==> src/rtl/ppa_pkg.sv <==
// ppa_pkg: generate/propagate type, prefix operator and level-split helpers for pipelined_prefix_adder
package ppa_pkg;
  typedef struct packed {
    logic g;
    logic p;
  } gp_t;
  function automatic gp_t gp_combine(gp_t hi, gp_t lo);
    return '{g: hi.g | (hi.p & lo.g), p: hi.p & lo.p};
  endfunction
  function automatic int ppa_levels(int width);
    return $clog2(width);
  endfunction
  function automatic int ppa_group_levels(int l, int stages, int k);
    return stages < 1 ? 0 : (k < l % stages) ? l / stages + 1 : l / stages;
  endfunction
  function automatic int ppa_group_start(int l, int stages, int k);
    int s = 0;
    for (int i = 0; i < k; i++) s += ppa_group_levels(l, stages, i);
    return s;
  endfunction
endpackage

==> src/rtl/prefix_gp_level.sv <==
// prefix_gp_level: one combinational Kogge-Stone level, bit i combines with bit i-SPAN
module prefix_gp_level
  import ppa_pkg::*;
#(
  parameter int WIDTH = 21,
  parameter int SPAN  = 1
) (
  input  logic [WIDTH-1:0] g_i,
  input  logic [WIDTH-1:0] p_i,
  output logic [WIDTH-1:0] g_o,
  output logic [WIDTH-1:0] p_o
);
  for (genvar i = 0; i < WIDTH; i++) begin : g_bit
    if (i >= SPAN) begin : g_op
      assign {g_o[i], p_o[i]} = gp_combine({g_i[i], p_i[i]}, {g_i[i-SPAN], p_i[i-SPAN]});
    end else begin : g_pass
      assign {g_o[i], p_o[i]} = {g_i[i], p_i[i]};
    end
  end
endmodule

==> src/rtl/pipelined_prefix_adder.sv <==
// pipelined_prefix_adder: pipelined Kogge-Stone add/sub with valid/ready; PPA_FLAGS_EN adds out_zero/out_ovf
module pipelined_prefix_adder
  import ppa_pkg::*;
#(
  parameter int WIDTH  = 21,
  parameter int STAGES = 3
) (
  input  logic             clk,
  input  logic             rst,
  input  logic             in_valid,
  output logic             in_ready,
  input  logic [WIDTH-1:0] in_a,
  input  logic [WIDTH-1:0] in_b,
  input  logic             in_cin,
  input  logic             in_sub,
  output logic             out_valid,
  input  logic             out_ready,
  output logic [WIDTH-1:0] out_sum,
  output logic             out_cout
`ifdef PPA_FLAGS_EN
  ,
  output logic             out_zero,
  output logic             out_ovf
`endif
);
  localparam int L = ppa_levels(WIDTH);
  if (WIDTH < 2 || STAGES < 1 || STAGES > L) begin : g_bad
    $error("pipelined_prefix_adder: illegal WIDTH=%0d STAGES=%0d (levels=%0d)", WIDTH, STAGES, L);
  end
  logic adv, c0;
  logic [WIDTH-1:0] b_x, g_in, p_in;
  logic [WIDTH-1:0] g_d [STAGES];
  logic [WIDTH-1:0] g_q [STAGES];
  logic [WIDTH-1:0] p_d [STAGES];
  logic [WIDTH-1:0] p_q [STAGES];
  logic [WIDTH-1:0] x_d [STAGES];
  logic [WIDTH-1:0] x_q [STAGES];
  logic [STAGES-1:0] c0_d, c0_q, v_d, v_q;
  logic [WIDTH-1:0] sum_d, sum_q;
  logic cout_d, cout_q;
`ifdef PPA_FLAGS_EN
  logic zero_d, zero_q, ovf_d, ovf_q;
  assign out_zero = zero_q;
  assign out_ovf  = ovf_q;
`endif
  always_comb begin
    adv  = ~v_q[STAGES-1] | out_ready;
    b_x  = in_b ^ {WIDTH{in_sub}};
    c0   = in_sub | in_cin;
    p_in = in_a ^ b_x;
    g_in = (in_a & b_x) | {{(WIDTH-1){1'b0}}, p_in[0] & c0};
  end
  assign in_ready  = adv;
  assign out_valid = v_q[STAGES-1];
  assign out_sum   = sum_q;
  assign out_cout  = cout_q;
  for (genvar k = 0; k < STAGES; k++) begin : g_stg
    localparam int N  = ppa_group_levels(L, STAGES, k);
    localparam int S0 = ppa_group_start(L, STAGES, k);
    logic [WIDTH-1:0] g_l [N+1];
    logic [WIDTH-1:0] p_l [N+1];
    logic [WIDTH-1:0] x_l;
    logic c0_l, v_l;
    if (k == 0) begin : g_src
      assign g_l[0] = g_in;
      assign p_l[0] = p_in;
      assign x_l    = p_in;
      assign c0_l   = c0;
      assign v_l    = in_valid & adv;
    end else begin : g_src
      assign g_l[0] = g_q[k-1];
      assign p_l[0] = p_q[k-1];
      assign x_l    = x_q[k-1];
      assign c0_l   = c0_q[k-1];
      assign v_l    = v_q[k-1];
    end
    for (genvar j = 0; j < N; j++) begin : g_lvl
      prefix_gp_level #(.WIDTH(WIDTH), .SPAN(1 << (S0 + j))) u_lvl (
        .g_i(g_l[j]),
        .p_i(p_l[j]),
        .g_o(g_l[j+1]),
        .p_o(p_l[j+1])
      );
    end
    if (k < STAGES - 1) begin : g_mid
      assign g_d[k]  = adv ? g_l[N] : g_q[k];
      assign p_d[k]  = adv ? p_l[N] : p_q[k];
      assign x_d[k]  = adv ? x_l : x_q[k];
      assign c0_d[k] = adv ? c0_l : c0_q[k];
    end else begin : g_fin
      logic [WIDTH-1:0] s;
      assign s      = x_l ^ {g_l[N][WIDTH-2:0], c0_l};
      assign sum_d  = adv ? s : sum_q;
      assign cout_d = adv ? g_l[N][WIDTH-1] : cout_q;
`ifdef PPA_FLAGS_EN
      assign zero_d = adv ? ~|s : zero_q;
      assign ovf_d  = adv ? g_l[N][WIDTH-2] ^ g_l[N][WIDTH-1] : ovf_q;
`endif
    end
    assign v_d[k] = adv ? v_l : v_q[k];
  end
  always_ff @(posedge clk) begin
    for (int k = 0; k < STAGES - 1; k++) begin
      g_q[k]  <= g_d[k];
      p_q[k]  <= p_d[k];
      x_q[k]  <= x_d[k];
      c0_q[k] <= c0_d[k];
    end
    v_q    <= rst ? '0 : v_d;
    sum_q  <= rst ? '0 : sum_d;
    cout_q <= rst ? 1'b0 : cout_d;
`ifdef PPA_FLAGS_EN
    zero_q <= rst ? 1'b0 : zero_d;
    ovf_q  <= rst ? 1'b0 : ovf_d;
`endif
  end
endmodule
==> config.mk <==
export PLATFORM = sky130hd
export DESIGN_NAME = pipelined_prefix_adder
export DESIGN_NICKNAME = d
export VERILOG_FILES = /design/src/rtl/ppa_pkg.sv /design/src/rtl/prefix_gp_level.sv /design/src/rtl/pipelined_prefix_adder.sv
export SDC_FILE = /design/constraint.sdc
export NUM_CORES = 1
export LEC_CHECK = 0
export ABC_AREA = 1
export BUFFER_PORTS_ARGS = -buffer_cell sky130_fd_sc_hd__buf_2
export CAP_MARGIN = 0
export CORE_MARGIN = 10
export CORE_UTILIZATION = 30
export CTS_CLUSTER_SIZE = 8
export DETAILED_ROUTE_END_ITERATION = 10
export PLACE_DENSITY = 0.53
export SLEW_MARGIN = 20
export SYNTH_ARGS = -nofsm -noshare
export SYNTH_HDL_FRONTEND = slang
export SYNTH_SLANG_ARGS = --single-unit
export TNS_END_PERCENT = 30
==> constraint.sdc <==
create_clock -name clk -period 2 [get_ports clk]
set_input_delay 0.2 -clock clk [delete_from_list [all_inputs] [get_ports clk]]
set_output_delay 0.2 -clock clk [all_outputs]
set_load 0.1 [all_outputs]
# Word-level counts from Yosys, hierarchy flattened
# Memories as Yosys holds them, arrays and structs flattened.
# Index checks and enable logic that the tools add are counted.
# classes
add_sub_neg	0
mul	0
div_mod_pow	0
order_cmp	0
n_eq_ne	0
shift	0
n_mux	6
bitwise_logic	227
reduce_logical	0
# ops
op	count
AND 1 bit	145
2-to-1 mux 21 bit	6
OR 1 bit	76
bitwise XOR 21 bit	3
AND 21 bit	1
OR 21 x 1 -> 21 bit	1
NOT 1 bit	1
# totals
reg_bits	27
latch_bits	0
mem_bits_rw	189
mem_bits_ro	0
inputBits	48
out_inout_bits	24
wordCells	240
memories	3
# memory_table
name	words	width	rd	rd_ports_with_merged_regs	write_ports	line_no	source
g_q	3	21	2	0	2	pipelined_prefix_adder.sv:33	logic [WIDTH-1:0] g_q [STAGES];
p_q	3	21	2	0	2	pipelined_prefix_adder.sv:35	logic [WIDTH-1:0] p_q [STAGES];
x_q	3	21	2	0	2	pipelined_prefix_adder.sv:37	logic [WIDTH-1:0] x_q [STAGES];

# Depth between registers and ports, before layout
# logic_depth
ltp_word	9
mapped_depth	10
depth_no_buf	8

# Modules after synthesis
# A second synthesis with hierarchy kept.
# hier_totals
hier_cells	846
area_unflattened_um2	7588.5
# modules_own_cells
module	n_inst	cells_per_inst	area_per_inst_um2	seq_area_each_um2
pipelined_prefix_adder	1	414	5734.2	4344.2
prefix_gp_level at g_stg[0].g_lvl[0].u_lvl	1	102	390.4	0.0
prefix_gp_level at g_stg[0].g_lvl[1].u_lvl	1	99	386.6	0.0
prefix_gp_level at g_stg[1].g_lvl[0].u_lvl	1	93	379.1	0.0
prefix_gp_level at g_stg[1].g_lvl[1].u_lvl	1	81	364.1	0.0
prefix_gp_level at g_stg[2].g_lvl[0].u_lvl	1	57	334.1	0.0

# Least setup slack after synthesis
# OpenSTA, ideal clock, no wires.
# synth_path
kind	register to register
startpoint	reg v_q[2]
endpoint	reg c0_q[0], enable pin
setup_ps	389
t_arrival_ps	1824
t_required_ps	1611
slack_ps	-213
path_stages_with_launch	6
path_buffers	2
period_less_slack_ps	2213
path_cell_list	dfxtp_1 -> inv_1 -> nor2_4 -> inv_2 -> buf_6 -> buf_6
# synth_between
elab_chain_cells	2
# synth_rtl
element	line_no	source
start, declared	pipelined_prefix_adder.sv:38	logic [STAGES-1:0] c0_d, c0_q, v_d, v_q;
start signal, assigned	pipelined_prefix_adder.sv:109	v_q <= rst ? '0 : v_d;
NOT 1 bit	pipelined_prefix_adder.sv:47	adv = ~v_q[STAGES-1] | out_ready;
OR 1 bit	pipelined_prefix_adder.sv:47	
named net in_ready	pipelined_prefix_adder.sv:11	output logic in_ready,
end signal, assigned by index	pipelined_prefix_adder.sv:107	c0_q[k] <= c0_d[k];
end, declared	pipelined_prefix_adder.sv:38	
# The timed path passes the listed nets, and every way through them passes these cells.
# A chain may end at the register's enable or synchronous reset.

# Final worst setup path
# layout_path
startpoint	reg v_q[2]
endpoint	out in_ready
# layout_between
elab_chain_cells	2
# layout_rtl
element	line_no
NOT 1 bit	pipelined_prefix_adder.sv:47
OR 1 bit	pipelined_prefix_adder.sv:47
end, declared	pipelined_prefix_adder.sv:11
# No other way between the ends.

==> results.py <==
metrics = {
    "status": {
        "status": "completed",
    },
    "floorplan": {
        "dieArea_sq_um": 24400,
        "io_pins": 72,
        "core_region_area_sq_um": 18100,
        "floorplan.initialDensity": 0.307,
        "die_w_um": 156,
        "rows": 49,
        "dieHeight_um": 156,
    },
    "route": {
        "antenna_left": 0,
        "route.vias.total": 3393,
        "drt_iter0_markers": 254,
        "drt-vias-per-instance": 4.44,
        "routed_wl_um": 12000,
        "detail_route.wl_per_cell_um": 15.7,
        "route.detailed.drc": 0,
        "first_pass_iters": 4,
    },
    "synth": {
        "yosys_warnings": 0,
        "synth-compound-area-share": 0.105,
        "syn_area_per_cell_sq_um": 12.8,
        "number_of_instances_in_the_synthesized_netlist": 437,
        "post_synth_instance_area_sq_um": 5580,
        "synth.mux.area_fraction": 0,
        "synth_xor_xnor_area_share": 0.0597,
        "ys_seq_elements": 133,
        "synth_top_family_by_area": "compound AO/OA/AOI/OAI gates",
        "synth.yosys.seq_area_share": 0.671,
        "synthSimpleGateAreaFrac": 0.0812,
        "synth_adder_area_share": 0.0471,
        "synth_cell_types": 30,
        "synth_nets": 506,
    },
    "worst_setup_path": {
        "timing.critical_path.cells": "inv_1 -> nor2_4 -> inv_4 -> buf_12 -> buf_12",
        "reg2reg_slack_ps": 750,
        "worst_setup_path_startpoint": "v_q[2]$_SDFFE_PP0N_",
        "critical_path.slowest_cell": "dfxtp_2",
        "rr_startpoint": "v_q[2]$_SDFFE_PP0N_",
        "cp_num_buf_inv": 4,
        "crit_path_max_fanout": 49,
        "cp_slowest_stage_delay_ps": 310,
        "worstSetupEndpointType": "output pin",
        "r2r-end": "out_sum[20]$_SDFFE_PP0N_",
        "critPathArrivalTime_ps": 1440,
        "required_ps": 1800,
        "worst-r2r-cell-count": 8,
        "critPathMostFrequentCell": "buf_12",
        "startpoint_type": "register",
        "crit_type": "reg2out",
        "cp_top_family": "buffers and inverters",
    },
    "final_layout": {
        "layout-drive-gt1-share": 0.239,
        "syn_to_final_growth_pct": 21.5,
        "final_stage_net_count": 592,
        "antennaDiodeCount": 0,
        "final_cell_count_no_fill": 765,
    },
    "clock_network": {
        "cts.clk_slew.worst_paths_ps": 60,
        "clk_latency_ps": 420,
        "tritoncts": "yes",
        "maximum_level_of_the_cts_h_tree": 4,
        "clock-root-buffer": "clkbuf_16",
        "clock_tree.buffer_depth": 2,
        "tritoncts.num_buffers": 17,
        "post-cts-setup-buffer-count": 0,
        "cts_num_sinks": 133,
    },
    "sta": {
        "normalized_max_slew_margin": 0.585,
        "clock_skew_ps": 8.18,
        "timing.final.hold_violations": 0,
        "period_minus_slack_ps": 1640,
        "grt_setup_unrepaired": "no",
        "worstMarginPinSlew_ps": 622,
        "post-route-worst-setup-slack_ps": 356,
        "maxSlewViolCount": 0,
        "max_clock_freq_mhz": 608,
        "setup_viol_count_final": 0,
        "fin_tns_setup_ps": 0,
        "fin_crit_sh": 0.822,
    },
    "min_path": {
        "min_to": "c0_q[0]$_DFFE_PN_",
        "min_path_cells": 2,
        "min-delay-start": "in_cin",
        "hold_path.class": "in2reg",
    },
    "pwr": {
        "power.share.clock": 0.337,
        "p_seq_frac": 0.462,
        "cellLeakagePower_nw": 2.81,
        "p_per_area_nw_per_um2": 1210,
        "power_dissipated_by_switching_net_loads_mw": 2.65,
        "internal_power_mw": 5.56,
        "ir_drop_mv": 0.641,
        "power.combinational.fraction": 0.201,
        "swShare": 0.323,
    },
    "placed_design": {
        "placement.setup.worst_slack_ps": 83.1,
        "gp_congestion": 0.766,
        "place_hpwl_um": 8980,
        "placement.io_buffers": 71,
        "number_of_instances_in_the_placed_design": 732,
    },
    "global_route": {
        "grt_overflow": 0,
        "grt_start_max_net_pins": 62,
        "grt_use_total": 0.104,
        "number_of_global_route_vias_before_repair": 3666,
        "antenna_found_initial": 0,
        "global_route_wire_length_before_repair_um": 19500,
    },
    "run": {
        "maxCapViolCount": 0,
    },
}
[power groups by stage]
stage	registers [mW]	logic [mW]	clock network (mW)
6_report	3.79	1.65	2.77
5_1_grt	3.85	1.79	2.97
4_1_cts	3.80	1.68	2.84
3_5_place_dp	3.86	1.67	0
3_3_place_gp	3.84	1.66	0
2_1_floorplan	4.44	0.623	0
[cell usage in the layout (no fill, tap or decap), types with 5 or more instances in the layout]
cell type	n
o21bai_1	10
o21ai_2	5
buf_2	70
xor2_1	21
dfxtp_1	24
xnor2_1	17
o21ai_0	33
ha_1	21
clkinvlp_4	8
a21oi_1	41
a21oi_2	5
inv_1	30
nand2_1	59
edfxtp_1	108
clkbuf_16	17
nand3_1	10
nor2_1	21
[worst max path at each step]
stage,endpoint,slack (ps),cells after the start
after global routing,in_ready,270,5
after floorplan,c0_q[0]$_DFFE_PN_,140,5
after detailed placement,g_q[0][11]$_DFFE_PN_,80,6
after global placement,g_q[0][13]$_DFFE_PN_,120,6
after CTS,in_ready,330,5
final,in_ready,360,5
[state kept, by name, indices dropped and copies added, names as in the netlist]
| name | cells |
|---|---|
| c0_q | 2 |
| g_q | 42 |
| x_q | 42 |
| out_sum | 21 |
| v_q | 3 |
| out_cout | 1 |
| p_q | 22 |
[worst register-to-register path, cell delays in order, from the launching register on]
cell and delay (ps):
dfxtp_2 320, inv_1 50, nor2_4 130, inv_4 80
buf_12 220, o21ai_0 190, inv_1 60, nand2_1 60
inv_1 30
[repair_timing]
action / in CTS / in global routing
hold buffers: 1 / 0
hold endpoints to repair: 1 / 0
resized for setup: 0 / 0
endpoints found under the setup margin: 0 / 0
[through the flow]
| step | cell area, sq um | hold WS [ps] | total power, mW | util |
|---|---|---|---|---|
| detailed placement | 6230 | 382 | 5.52 | 0.343 |
| CTS | 6780 | 43.1 | 8.32 | 0.373 |
| floorplan | 5580 | 262 | 5.06 | - |
| global route | 6780 | 52.5 | 8.62 | 0.373 |
| finish | 6780 | 63.4 | 8.21 | 0.373 |
| global placement | 6230 | 367 | 5.50 | 0.343 |
[cell usage after synthesis]
master / number / area, sq um
o31ai_1: 1 / 7.51
inv_2: 1 / 3.75
a21oi_2: 5 / 43.8
buf_2: 2 / 10.0
o21bai_1: 10 / 75.1
o21ai_0: 33 / 165
clkbuf_1: 1 / 3.75
a21oi_1: 41 / 205
buf_4: 2 / 15.0
a21o_1: 2 / 15.0
xnor2_1: 17 / 149
nand3_2: 4 / 40.0
buf_8: 1 / 15.0
xor2_1: 21 / 184
buf_6: 3 / 33.8
nand3b_1: 4 / 30.0
ha_1: 21 / 263
nor2_1: 21 / 78.8
nand2_1: 59 / 221
clkbuf_2: 1 / 5.00
o21ai_2: 5 / 43.8
or2_2: 1 / 6.26
a31o_2: 3 / 26.3
nand3_1: 10 / 50.1
edfxtp_1: 108 / 3240
dfxtp_1: 25 / 500
inv_1: 30 / 113
nor2_4: 1 / 11.3
o21ai_1: 1 / 5.00
nor3_1: 3 / 15.0
[per-layer routing]
metal  GRT usage  wire length, um
met1       0.125             5510
met2       0.166             5620
met3      0.0365              628
met4      0.0476              263
met5           0                0
[final cells by class]
class / count / area [sq um]
clock buffer: 17 / 425
inverter: 31 / 119
multi-input combinational: 263 / 1640
clock inverter: 15 / 109
tap: 229 / 287
sequential: 133 / 3740
fill: 1782 / 11400
timing repair buffer: 77 / 455
[logic make-up after synthesis]
kind of cell | after synthesis
adder cells (fa/ha/maj) | 21
flip-flops | 133
AO/OA/AOI/OAI | 101
buffers and inverters | 41
AND/OR/NAND/NOR | 103
XOR/XNOR | 38
Note: power is estimated with default switching activity, not from simulation.
